===== src/rtl/pa_spsram_arb_pkg.sv =====
// Purpose : shared constants and state encoding for the pa_spsram_arb_32x47 block.
// Contents: ADDR_WIDTH / DATA_WIDTH / DEPTH of the 32x47 single-port SRAM,
//           arbiter FSM state encoding (INIT=0, RUN=1).
package pa_spsram_arb_pkg;

    localparam int unsigned ADDR_WIDTH = 5;
    localparam int unsigned DATA_WIDTH = 47;
    localparam int unsigned DEPTH      = 32;

    typedef enum logic {
        ST_INIT = 1'b0,
        ST_RUN  = 1'b1
    } state_e;

endpackage


===== src/rtl/pa_spsram_rr_arb2.sv =====
// Purpose : 2-way round-robin grant with a 1-bit pointer register.
// Ports   : i_clk        clock, rising edge
//           i_rst_n      synchronous active-low reset
//           i_enable     grants allowed this cycle
//           i_vld[1:0]   per-client request valid
//           o_gnt[1:0]   one-hot grant (combinational)
//           o_gnt_id     index of the granted client (combinational)
module pa_spsram_rr_arb2 (
    input  logic       i_clk,
    input  logic       i_rst_n,
    input  logic       i_enable,
    input  logic [1:0] i_vld,
    output logic [1:0] o_gnt,
    output logic       o_gnt_id
);

    logic r_ptr;

    // Single requester wins outright; on a tie the pointer decides.
    always_comb begin
        o_gnt    = 2'b00;
        o_gnt_id = 1'b0;
        if (i_enable) begin
            case (i_vld)
                2'b01: begin
                    o_gnt    = 2'b01;
                    o_gnt_id = 1'b0;
                end
                2'b10: begin
                    o_gnt    = 2'b10;
                    o_gnt_id = 1'b1;
                end
                2'b11: begin
                    o_gnt    = r_ptr ? 2'b10 : 2'b01;
                    o_gnt_id = r_ptr;
                end
                default: begin
                    o_gnt    = 2'b00;
                    o_gnt_id = 1'b0;
                end
            endcase
        end
    end

    // Pointer moves to the loser only when something was granted.
    always_ff @(posedge i_clk) begin
        if (!i_rst_n) begin
            r_ptr <= 1'b0;
        end else if (|o_gnt) begin
            r_ptr <= ~o_gnt_id;
        end
    end

endmodule


===== src/rtl/pa_spsram_arb_32x47.sv =====
// Purpose : two-client arbiter/sequencer owning all pins of the 32x47
//           single-port SRAM; one access per cycle, round-robin, read data
//           returned one cycle later tagged with the requester id.
// Config  : PA_SPSRAM_ARB_INIT_EN - when defined, zero-fill the array after
//           reset (INIT state, 32 cycles) before accepting requests.
// Ports   : forever_cpuclk / cpurst_b          clock, sync active-low reset
//           req_vld/req_rdy/req_wr[1:0]        per-client handshake and r/w
//           req{0,1}_addr/_wdata/_wmask        per-client payload
//           rsp_vld/rsp_id/rsp_data            read response (data = sram_q)
//           init_done                          array usable
//           sram_a/cen/gwen/wen/d, sram_q      SRAM macro interface
module pa_spsram_arb_32x47
    import pa_spsram_arb_pkg::*;
(
    input  logic                  forever_cpuclk,
    input  logic                  cpurst_b,
    input  logic [1:0]            req_vld,
    output logic [1:0]            req_rdy,
    input  logic [1:0]            req_wr,
    input  logic [ADDR_WIDTH-1:0] req0_addr,
    input  logic [ADDR_WIDTH-1:0] req1_addr,
    input  logic [DATA_WIDTH-1:0] req0_wdata,
    input  logic [DATA_WIDTH-1:0] req1_wdata,
    input  logic [DATA_WIDTH-1:0] req0_wmask,
    input  logic [DATA_WIDTH-1:0] req1_wmask,
    output logic                  rsp_vld,
    output logic                  rsp_id,
    output logic [DATA_WIDTH-1:0] rsp_data,
    output logic                  init_done,
    output logic [ADDR_WIDTH-1:0] sram_a,
    output logic                  sram_cen,
    output logic                  sram_gwen,
    output logic [DATA_WIDTH-1:0] sram_wen,
    output logic [DATA_WIDTH-1:0] sram_d,
    input  logic [DATA_WIDTH-1:0] sram_q
);

    logic                  w_run;
    logic                  w_init_wr;
    logic [ADDR_WIDTH-1:0] w_init_a;
    logic [1:0]            w_gnt;
    logic                  w_gnt_id;
    logic                  w_xfer;
    logic                  w_wr;
    logic [ADDR_WIDTH-1:0] w_addr;
    logic [DATA_WIDTH-1:0] w_wdata;
    logic [DATA_WIDTH-1:0] w_wmask;
    logic [ADDR_WIDTH-1:0] r_last_addr;
    logic                  r_rsp_vld;
    logic                  r_rsp_id;

`ifdef PA_SPSRAM_ARB_INIT_EN
    state_e                r_state;
    state_e                w_state_nxt;
    logic [ADDR_WIDTH-1:0] r_init_addr;

    // State register.
    always_ff @(posedge forever_cpuclk) begin
        if (!cpurst_b) begin
            r_state <= ST_INIT;
        end else begin
            r_state <= w_state_nxt;
        end
    end

    // Leave INIT once the last entry has been written.
    always_comb begin
        w_state_nxt = r_state;
        case (r_state)
            ST_INIT: if (r_init_addr == ADDR_WIDTH'(DEPTH - 1)) w_state_nxt = ST_RUN;
            ST_RUN:  w_state_nxt = ST_RUN;
        endcase
    end

    // State decode; everything is held idle while reset is asserted.
    always_comb begin
        w_run     = 1'b0;
        w_init_wr = 1'b0;
        w_init_a  = r_init_addr;
        if (cpurst_b) begin
            case (r_state)
                ST_INIT: w_init_wr = 1'b1;
                ST_RUN:  w_run     = 1'b1;
            endcase
        end
    end

    // Zero-fill sweep address.
    always_ff @(posedge forever_cpuclk) begin
        if (!cpurst_b) begin
            r_init_addr <= '0;
        end else if (r_state == ST_INIT) begin
            r_init_addr <= r_init_addr + ADDR_WIDTH'(1);
        end
    end

    assign init_done = (r_state == ST_RUN);
`else
    assign w_run     = cpurst_b;
    assign w_init_wr = 1'b0;
    assign w_init_a  = '0;
    assign init_done = 1'b1;
`endif

    pa_spsram_rr_arb2 u_rr_arb (
        .i_clk    (forever_cpuclk),
        .i_rst_n  (cpurst_b),
        .i_enable (w_run),
        .i_vld    (req_vld),
        .o_gnt    (w_gnt),
        .o_gnt_id (w_gnt_id)
    );

    assign req_rdy = w_gnt;
    assign w_xfer  = |(req_vld & w_gnt);
    assign w_wr    = w_gnt_id ? req_wr[1]  : req_wr[0];
    assign w_addr  = w_gnt_id ? req1_addr  : req0_addr;
    assign w_wdata = w_gnt_id ? req1_wdata : req0_wdata;
    assign w_wmask = w_gnt_id ? req1_wmask : req0_wmask;

    // Address is parked on the last granted entry between accesses.
    always_ff @(posedge forever_cpuclk) begin
        if (!cpurst_b) begin
            r_last_addr <= '0;
        end else if (w_xfer) begin
            r_last_addr <= w_addr;
        end
    end

    // SRAM pin drive; an all-zero write mask becomes a harmless read cycle.
    always_comb begin
        sram_cen  = 1'b1;
        sram_gwen = 1'b1;
        sram_wen  = '1;
        sram_a    = r_last_addr;
        sram_d    = '0;
        if (w_init_wr) begin
            sram_cen  = 1'b0;
            sram_gwen = 1'b0;
            sram_wen  = '0;
            sram_a    = w_init_a;
        end else if (w_xfer) begin
            sram_cen = 1'b0;
            sram_a   = w_addr;
            if (w_wr) begin
                sram_d    = w_wdata;
                sram_wen  = ~w_wmask;
                sram_gwen = (w_wmask == '0);
            end
        end
    end

    // Read response tracking; SRAM Q arrives one cycle after the access.
    always_ff @(posedge forever_cpuclk) begin
        if (!cpurst_b) begin
            r_rsp_vld <= 1'b0;
            r_rsp_id  <= 1'b0;
        end else begin
            r_rsp_vld <= w_xfer & ~w_wr;
            if (w_xfer & ~w_wr) begin
                r_rsp_id <= w_gnt_id;
            end
        end
    end

    assign rsp_vld  = r_rsp_vld;
    assign rsp_id   = r_rsp_id;
    assign rsp_data = sram_q;

endmodule


===== config.mk =====
export PLATFORM = sky130hd
export DESIGN_NAME = pa_spsram_arb_32x47
export DESIGN_NICKNAME = d
export VERILOG_FILES = /design/src/rtl/pa_spsram_arb_pkg.sv /design/src/rtl/pa_spsram_rr_arb2.sv /design/src/rtl/pa_spsram_arb_32x47.sv
export SDC_FILE = /design/constraint.sdc
export NUM_CORES = 1
export LEC_CHECK = 0
export BUFFER_PORTS_ARGS = -buffer_cell sky130_fd_sc_hd__buf_2
export CORE_AREA = 4 4 154 156
export DETAILED_ROUTE_END_ITERATION = 7
export DIE_AREA = 0 0 158 160
export RECOVER_POWER = 25
export SLEW_MARGIN = 20
export SYNTH_ARGS = -nofsm -noshare
export SYNTH_HDL_FRONTEND = slang
export SYNTH_SLANG_ARGS = --single-unit

===== constraint.sdc =====
create_clock -name forever_cpuclk -period 1.7 [get_ports forever_cpuclk]
set_input_delay 0.17 -clock forever_cpuclk [delete_from_list [all_inputs] [get_ports forever_cpuclk]]
set_output_delay 0.17 -clock forever_cpuclk [all_outputs]
set_load 0.005 [all_outputs]

==> parameters.txt <==
Parameter                              Value

STA
  Final period util ... 112%
  Maximum achievable frequency ... 526 MHz
  Final number of setup-violating endpoints ... 82
  Final critical-path setup slack ... -202 ps
  Minimum hold slack ... 275 ps
  Pins Over Slew Limit ... 0
  Setup repair after global routing missed its margin ... true
  Final worst clock skew ... 1.29 ps
  Final Critical Period ... 1900 ps
  Number of failing hold endpoints at the final stage ... 0

Clock network
  Clock slew at reported path FFs ... 40 ps
  Hold buffer count at CTS ... 0
  Buffer depth of the longest clock path ... 2
  Clock network latency to the later pin of the worst-skew pair ... 230 ps
  TritonCTS clock tree ... done
  H-tree lvl count ... 1
  Clk Tree Root Cell ... clkbuf_16
  TritonCTS Buffers ... 3
  Sinks on Clock Net ... 8

GRT
  Total gr overflow ... 0
  Largest net degree at the start of global routing ... 49
  GRT Total Usage ... 11.5%
  Via count of the first global-routing pass ... 3813
  Number of antenna violations at the first check in global routing ... 2
  Wire length of the first global-routing pass ... 22.4 mm

Logic synthesis
  Netlist area before placement ... 2560 sq um
  Area fraction of the dominant cell type after synthesis ... 21.4%
  Post-synthesis cell type with the largest combined area ... nand2_1
  Post-synthesis register bit count ... 8
  Synthesis warning total ... 0
  Synthesized Nets ... 648
  Mapped Avg Cell Area ... 6.46 sq um
  Synthesized netlist cell count ... 397
  Largest cells by area after synthesis ... nand2_1 (21%), mux2_2 (21%), buf_4 (16%), a21oi_1 (6.8%), a21oi_2 (6.8%)
  Netlist cell types ... 30
  Sequential share of the synthesized area ... 6.25%

Detailed routing
  DR vias ... 3798
  Drt drc ... 0
  Avg Vias per Cell ... 3.99
  Initial DRC Count ... 230
  Total iterations of the first detailed-routing run ... 4
  Total wire length after detailed routing ... 16.3 mm
  Final antenna-violating net count ... 0
  WL/cell ... 17.1 microns

Final layout
  Most common cell after layout, fill and taps aside ... buf_2
  Commonest cells after routing, fill and taps aside ... buf_2 (302), nand2_1 (132), a21oi_2 (30)
  Area Growth Syn to Fin ... 85.2%
  Post-layout util ... 21.2%
  Share of final-layout standard cells stronger than drive strength 1 ... 67.6%
  Non-filler instance count after layout ... 951
  # diodes ... 0
  Layout net count ... 919

Power and ir drop
  Power density over the cells ... 349 nW/um^2
  Static leakage power ... 2.37 nW
  Worst vdd rail ir drop ... 0.498 mV
  Total power after layout ... 1.66 mW

Placed design
  Final GP Congestion ... 0.823
  Cell count after placement ... 935
  Post-detailed-placement half-perimeter wirelength ... 13.0 mm
  Total of buffers placed on input and output ports ... 308

Setup path
  Critical Path Start Type ... flop
  Worst path cell trace ... nand2b_4 > nand3_4 > buf_12 > buf_8 > buf_16 > mux2_4 > nand2_2 > buf_6
  Maximum net fanout on the critical path ... 6
  Slowest stage cell on the critical path ... dfxtp_2
  Startpoint-to-endpoint class of the critical path ... flop to output port
  Arr. time, crit path ... 1730 ps
  Maximum cell stage delay along the critical path ... 330 ps
  Required time of the critical path ... 1530 ps
  Critical path endpoint category ... output port

Floorplanning
  X dimension of the die ... 158 microns
  Number of top-level design ports ... 404
  Cell row count ... 55
  Core area ... 22400 sq um
  Initial standard-cell utilization of the core ... 11.5%
  Die Ht ... 160 microns
  Total Die Area ... 25300 sq um

Status
  Run status ... finished, violations left
  Violated checks ... negative setup slack

Job
  Max cap viols ... 0

Hold path
  Worst Hold Class ... input pin to flop
[metrics by stage]
stage / instance area, sq um / worst slack (ps) / TNS, ps
5_1_grt: 4750 / -260 / -17220
4_1_cts: 4600 / -210 / -11810
2_1_floorplan: 2560 / 221 / 0
6_report: 4750 / -202 / -8710
3_3_place_gp: 4160 / -270 / -433
3_5_place_dp: 4160 / -233 / -422
[layer usage]
layer / GRT usage (%) / up-vias / wire, microns
met5: 0 / - / 28
met4: 1.78 / 4 / 267
met3: 3.01 / 18 / 1700
met2: 21.1 / 237 / 7990
met1: 13.4 / 1696 / 6280
li1: - / 1843 / -
[cell type report]
cell class                      instances  area, sq um
Clock buffer                            3         75.1
Fill cell                            2527        17600
Inverter                                4         15.0
Multi-Input combinational cell        310         2060
Sequential cell                         8          161
Tap cell                              285          357
Timing Repair Buffer                  341         2080
[worst paths after layout]
kind,from,to,slack (ps),cells past startpoint
max,u_rr_arb.r_ptr,sram_wen[35],-200,8
min,cpurst_b,rsp_id,280,2
max reg2reg,u_rr_arb.r_ptr,r_last_addr[3],270,6
min reg2reg,r_last_addr[2],r_last_addr[2],530,2
[synth_stat cells]
cell type and count:
nor4_1 23, conb_1 1, a21oi_1 35, buf_2 7, nor2_8 1, mux2i_1 5
a31oi_1 1, buf_4 55, mux2_2 47, nor2_1 8, buf_6 8, o21a_1 1
a211o_1 1, a21o_1 1, nor3_1 3, nand4_1 5, clkbuf_1 4, buf_1 1
dfxtp_1 8, nand2b_1 2, and3_1 1, o21ai_1 1, inv_2 2, inv_1 2
nand2_1 146, a211oi_1 5, nand3_1 1, nor2b_1 1, a21oi_2 20, o211ai_1 1
[what timing repair did]
item | CTS | global route
pin swaps | 1 | 8
endpoints found under the setup margin | 100 | 100
cloned | 7 | 0
buffers inserted | 6 | 2
endpoints found under the hold margin | 0 | 0
gates resized for setup | 28 | 49
[worst max-delay path: cells and delay by family (launching register included)]
family                 cells  cell delay (ps)
buffers and inverters      4              530
DFF                        1              330
muxes                      1              300
and+or+nand+nor            3              340
[power breakdown]
group / switching (mW) / internal (mW) / total [mW] / leakage (nW)
Clock: 0.0853 / 0.303 / 0.388 / 0.0370
Combinational: 0.500 / 0.563 / 1.06 / 2.26
Sequential: 0.00432 / 0.203 / 0.207 / 0.0665
Total: 0.589 / 1.07 / 1.66 / 2.37
[logic make-up (layout without fill, tap and decap cells)]
kind of cell,Yosys count,after routing,share of synthesized area (%)
other cells,1,1,0.146
buf+inv,79,348,22.3
flops,8,8,6.25
mux,52,52,22.6
compound gates,66,66,16.8
simple gates,191,191,31.9
[flip-flops by register name, indices dropped and copies added (netlist names)]
signal / cells
u_rr_arb.r_ptr: 1
r_last_addr: 5
rsp_vld: 1
rsp_id: 1
Power figures use the tool's default switching activity.
